File: config.mk
export PLATFORM = sky130hd
export DESIGN_NAME = ram_arbiter
export DESIGN_NICKNAME = d
export VERILOG_FILES = /design/src/rtl/ram_arbiter.sv
export SDC_FILE = /design/constraint.sdc
export NUM_CORES = 1
export LEC_CHECK = 0
export CORE_AREA = 2 2 121 123
export DETAILED_ROUTE_END_ITERATION = 16
export DIE_AREA = 0 0 123 125
export GPL_TIMING_DRIVEN = 0
export PLACE_DENSITY_LB_ADDON = 0.25
export SLEW_MARGIN = 20
export SYNTH_ARGS = -nofsm -noshare
export SYNTH_HDL_FRONTEND = slang
export SYNTH_SLANG_ARGS = --single-unit
File: constraint.sdc
create_clock -name clk -period 4.9 [get_ports clk]
set_clock_uncertainty 0.15 [all_clocks]
set_input_delay 0.735 -clock clk [delete_from_list [all_inputs] [get_ports clk]]
set_output_delay 0.735 -clock clk [all_outputs]
set_load 0.01 [all_outputs]
File: src/rtl/ram_arbiter.sv
// Two-master arbiter for a shared single-port RAM (CPU = master 0, DMA = master 1).
// Bounded-burst fairness; grant is combinational, read valid returns one cycle later.
module ram_arbiter #(
    parameter int unsigned MAX_BURST = 4,
    parameter int unsigned ADDR_W    = 32,
    parameter int unsigned DATA_W    = 32
) (
    input  logic                clk,
    input  logic                rst,
    input  logic [ADDR_W-1:0]   m0_addr_i,
    input  logic                m0_rstrb_i,
    input  logic [DATA_W/8-1:0] m0_wmask_i,
    input  logic [DATA_W-1:0]   m0_wdata_i,
    output logic                m0_busy_o,
    output logic                m0_rvalid_o,
    output logic [DATA_W-1:0]   m0_rdata_o,
    input  logic [ADDR_W-1:0]   m1_addr_i,
    input  logic                m1_rstrb_i,
    input  logic [DATA_W/8-1:0] m1_wmask_i,
    input  logic [DATA_W-1:0]   m1_wdata_i,
    output logic                m1_busy_o,
    output logic                m1_rvalid_o,
    output logic [DATA_W-1:0]   m1_rdata_o,
    output logic [ADDR_W-1:0]   ram_addr_o,
    output logic                ram_rstrb_o,
    output logic [DATA_W/8-1:0] ram_wmask_o,
    output logic [DATA_W-1:0]   ram_wdata_o,
    input  logic [DATA_W-1:0]   ram_rdata_i
);

    localparam int unsigned        CNT_W   = $clog2(MAX_BURST + 1);
    localparam logic [CNT_W-1:0]   CNT_MAX = CNT_W'(MAX_BURST);

    logic             owner_q, owner_d;
    logic [CNT_W-1:0] cnt_q, cnt_d;
    logic [1:0]       rvalid_q, rvalid_d;
    logic [1:0]       req;
    logic [1:0]       gnt;
    logic             sel;

    assign req[0] = m0_rstrb_i | (|m0_wmask_i);
    assign req[1] = m1_rstrb_i | (|m1_wmask_i);

    // Grant decision; reset forces every grant low.
    always_comb begin
        gnt = 2'b00;
        sel = owner_q;
        if (rst) begin
            if (req[0] && req[1]) begin
                sel = (cnt_q < CNT_MAX) ? owner_q : ~owner_q;
                gnt = sel ? 2'b10 : 2'b01;
            end else begin
                gnt = req;
            end
        end
    end

    // Ownership and burst-length tracking.
    always_comb begin
        owner_d  = owner_q;
        cnt_d    = cnt_q;
        rvalid_d = {gnt[1] & m1_rstrb_i, gnt[0] & m0_rstrb_i};
        if (gnt == 2'b00) begin
            cnt_d = '0;
        end else if (gnt[1] == owner_q) begin
            cnt_d = (cnt_q == CNT_MAX) ? cnt_q : cnt_q + CNT_W'(1);
        end else begin
            owner_d = gnt[1];
            cnt_d   = CNT_W'(1);
        end
    end

    always_ff @(posedge clk or negedge rst) begin
        if (!rst) begin
            owner_q  <= 1'b0;
            cnt_q    <= '0;
            rvalid_q <= 2'b00;
        end else begin
            owner_q  <= owner_d;
            cnt_q    <= cnt_d;
            rvalid_q <= rvalid_d;
        end
    end

    // RAM-side mux; address/wdata default to m0 when idle.
    always_comb begin
        ram_addr_o  = gnt[1] ? m1_addr_i  : m0_addr_i;
        ram_wdata_o = gnt[1] ? m1_wdata_i : m0_wdata_i;
        ram_rstrb_o = 1'b0;
        ram_wmask_o = '0;
        if (gnt[1]) begin
            ram_rstrb_o = m1_rstrb_i;
            ram_wmask_o = m1_wmask_i;
        end else if (gnt[0]) begin
            ram_rstrb_o = m0_rstrb_i;
            ram_wmask_o = m0_wmask_i;
        end
    end

    assign m0_busy_o   = rst & req[0] & ~gnt[0];
    assign m1_busy_o   = rst & req[1] & ~gnt[1];
    assign m0_rvalid_o = rvalid_q[0];
    assign m1_rvalid_o = rvalid_q[1];
    assign m0_rdata_o  = ram_rdata_i;
    assign m1_rdata_o  = ram_rdata_i;

endmodule

==> impl_metrics.env <==
export IMPL_status="complete, no violations"
export IMPL_initial_utilization=0.1286
export IMPL_worstSetupEndpointType="output pin"
export IMPL_power_density_mw_per_mm2=199.2
export IMPL_hold_worst_slack_ns=0.4218
export IMPL_htreeDepth=1
export IMPL_worst_pin_slew_ns=0.4954
export IMPL_crit_arrival_ns=3.50
export IMPL_maxSlewViolCount=0
export IMPL_synth_top_area_frac=0.2959
export IMPL_ys_seq_area_frac=0.08219
export IMPL_fin_crit_ns=4.388
export IMPL_use_met3=0.02099
export IMPL_cp_required_ns=4.01
export IMPL_period_share=0.8955
export IMPL_cp_cell_sequence="clkdlybuf4s50_1, or4_1, clkbuf_1, o21bai_2, and2_4, buf_6, buf_2, mux2_2, clkdlybuf4s50_1"
export IMPL_grt_busiest_layer="met2"
export IMPL_crit_type="in -> out"
export IMPL_numCtsBuffers=3
export IMPL_cp_max_fo=10
export IMPL_yosysWarnings=0
export IMPL_dr_pass1_iters=4
export IMPL_yosys_cell_types_count=38
export IMPL_clk_insertion_delay_late_ns=0.22
export IMPL_grt_util_all_layers=0.1057
export IMPL_die_w_um=123
export IMPL_crit_path_frequent_cell="clkdlybuf4s50_1"
export IMPL_wirelength_um=8984
export IMPL_setup_viol=0
export IMPL_ctsHoldBuffers=0
export IMPL_slew_headroom=0.6697
export IMPL_core_region_area_mm2=0.01420
export IMPL_drc=0
export IMPL_slowest_stage="or4_1"
export IMPL_cts_tree="done"
export IMPL_synth_fp_nets=370
export IMPL_synth_top_area_cell="mux2_2"
export IMPL_start_kind="input pin"
export IMPL_syn_area_mm2=0.001827
export IMPL_root_buffer="clkbuf_16"
export IMPL_postCtsSetupBuffers=0
export IMPL_io_pins=309
export IMPL_clkSinkCount=6
export IMPL_drt_iter0_markers=53
export IMPL_hold_path_class="reg -> reg"
export IMPL_grt_pass1_wl_um=12730
export IMPL_path_clk_slew_ns=0.03
export IMPL_max_stage_delay_ns=0.52
export IMPL_rsz0062_at_grt="no"
export IMPL_postCtsResizedCells=0
export IMPL_syn2layout_area_growth_pct=167.4
export IMPL_grt_pass1_vias=2434
export IMPL_place_congestion=0.8223
export IMPL_postSynthCellCount=196
export IMPL_wl_per_cell_um=13.65
export IMPL_hpwl_um=7990
export IMPL_grt_max_degree=12
export IMPL_overflow=0
export IMPL_timing_final_ws_setup_ns=0.5119
export IMPL_cts_max_path_buffers=2
export IMPL_power_leakage_nw=1.974
export IMPL_antenna_found_initial=0
export IMPL_global_route_usage_met2=0.2034
export IMPL_rrSetupSlack_ns=3.12
export IMPL_syn_avg_cell_area_um2=9.320
export IMPL_diodes=0
export IMPL_drive_gt1_frac=0.3059
export IMPL_final_hold_violation_count=0
export IMPL_power_uw=972.9
export IMPL_dpl_worst_slack_ns=0.4552
export IMPL_vias_per_cell=3.663
export IMPL_fp_dieH_um=125
export IMPL_ir_worst_vdd_mv=0.09186
export IMPL_met1_usage=0.1200
export IMPL_core_rowCount=44
export IMPL_timing_fmax_mhz=227.9
export IMPL_post_route_util=0.3439
export IMPL_fin_setup_tns_ns=0
export IMPL_port_buffers=275
export IMPL_vias=2410
export IMPL_ys_seq_elements=6
export IMPL_synth_area_top_cells="mux2_2 (30%), buf_4 (26%), mux2_4 (13%)"
export IMPL_final_nets=650
export IMPL_antenna_left=0
export IMPL_maxCapViolCount=0
export IMPL_die_area_mm2=0.01538
power breakdown:
| group | internal (mW) | switching [mW] |
|---|---|---|
| registers | 0.0604 | 0.00489 |
| clock network | 0.104 | 0.0241 |
| logic | 0.502 | 0.277 |
| total | 0.667 | 0.306 |
final cells by class:
cell class | instances | area (um^2)
Inverter | 2 | 7.507
Clock buffer | 3 | 75.07
Buffer | 77 | 565.5
Fill cell | 1443 | 9319
Timing Repair Buffer | 275 | 2753
Sequential cell | 6 | 150.1
Multi-Input combinational cell | 111 | 1104
Tap cell | 184 | 230.2
worst max-delay path, delay by kind of cell:
family	cells	cell delay, ns
mux	1	0.39
compound gates	1	0.22
simple gates	2	0.70
buf+inv	5	1.45
per-stage QoR:
stage	cells	instance area, um^2
floorplan	196	1827
global placement	655	4810
detailed placement	655	4810
CTS	658	4885
global route	658	4885
finish	658	4885
placed cells by master (no fill, tap or decap), types with 3 or more instances in the layout:
cell,instances
a21oi_1,3
a22o_1,4
buf_2,4
buf_4,64
buf_6,4
clkbuf_16,3
clkdlybuf4s50_1,275
dfrtp_1,6
mux2_2,48
mux2_4,16
nand2_1,4
nor2_1,6
nor3_1,3
synth_stat cells:
master / number
dfrtp_1: 6
nor4_1: 1
nor3_1: 3
ha_1: 2
nand3_1: 1
clkbuf_1: 2
clkbuf_2: 1
nor2_1: 6
or2_2: 1
a211o_1: 1
buf_6: 4
nand4_1: 1
o21a_4: 1
and2_1: 1
buf_1: 2
and3_1: 2
and4_1: 1
o21bai_2: 1
buf_4: 64
mux2_2: 48
o21ai_0: 2
a22oi_1: 1
o21a_1: 1
buf_2: 4
or4_1: 2
a21oi_1: 3
a211oi_1: 1
o41ai_1: 1
a22o_1: 4
xor2_1: 1
inv_1: 2
and2_4: 1
o32ai_1: 1
mux2_4: 16
o221ai_1: 1
o21ba_2: 1
a21o_1: 1
nand2_1: 4
sequential cells by signal (all words and copies together), names as in the netlist:
name and flops:
owner_q 1, rvalid_q 2, cnt_q 3
worst paths after layout:
check,startpoint,to,cells past startpoint
worst max-delay path,m0_wmask_i[0],ram_wdata_o[6],9
worst min-delay path,cnt_q[1],cnt_q[1],2
worst max register to register,owner_q,cnt_q[0],5
worst min register to register,cnt_q[1],cnt_q[1],2
max in group asynchronous,rst,cnt_q[0],1
min in group asynchronous,rst,rvalid_q[1],1
cell families after synthesis:
kind of cell	Yosys count	share of synthesized area
and+or+nand+nor	24	0.06986
adders and majority gates	2	0.01370
AOI/OAI and AO/OA	20	0.08836
muxes	64	0.4274
xor gates and xnor gates	1	0.004795
buffers and inverters	79	0.3137
DFF	6	0.08219
routing by layer:
metal,up-vias,wire length [um]
met4,0,44
met1,1073,3389
met3,4,902
li1,1185,-
met5,-,0
met2,148,4647
(Power assumes the default switching activity.)
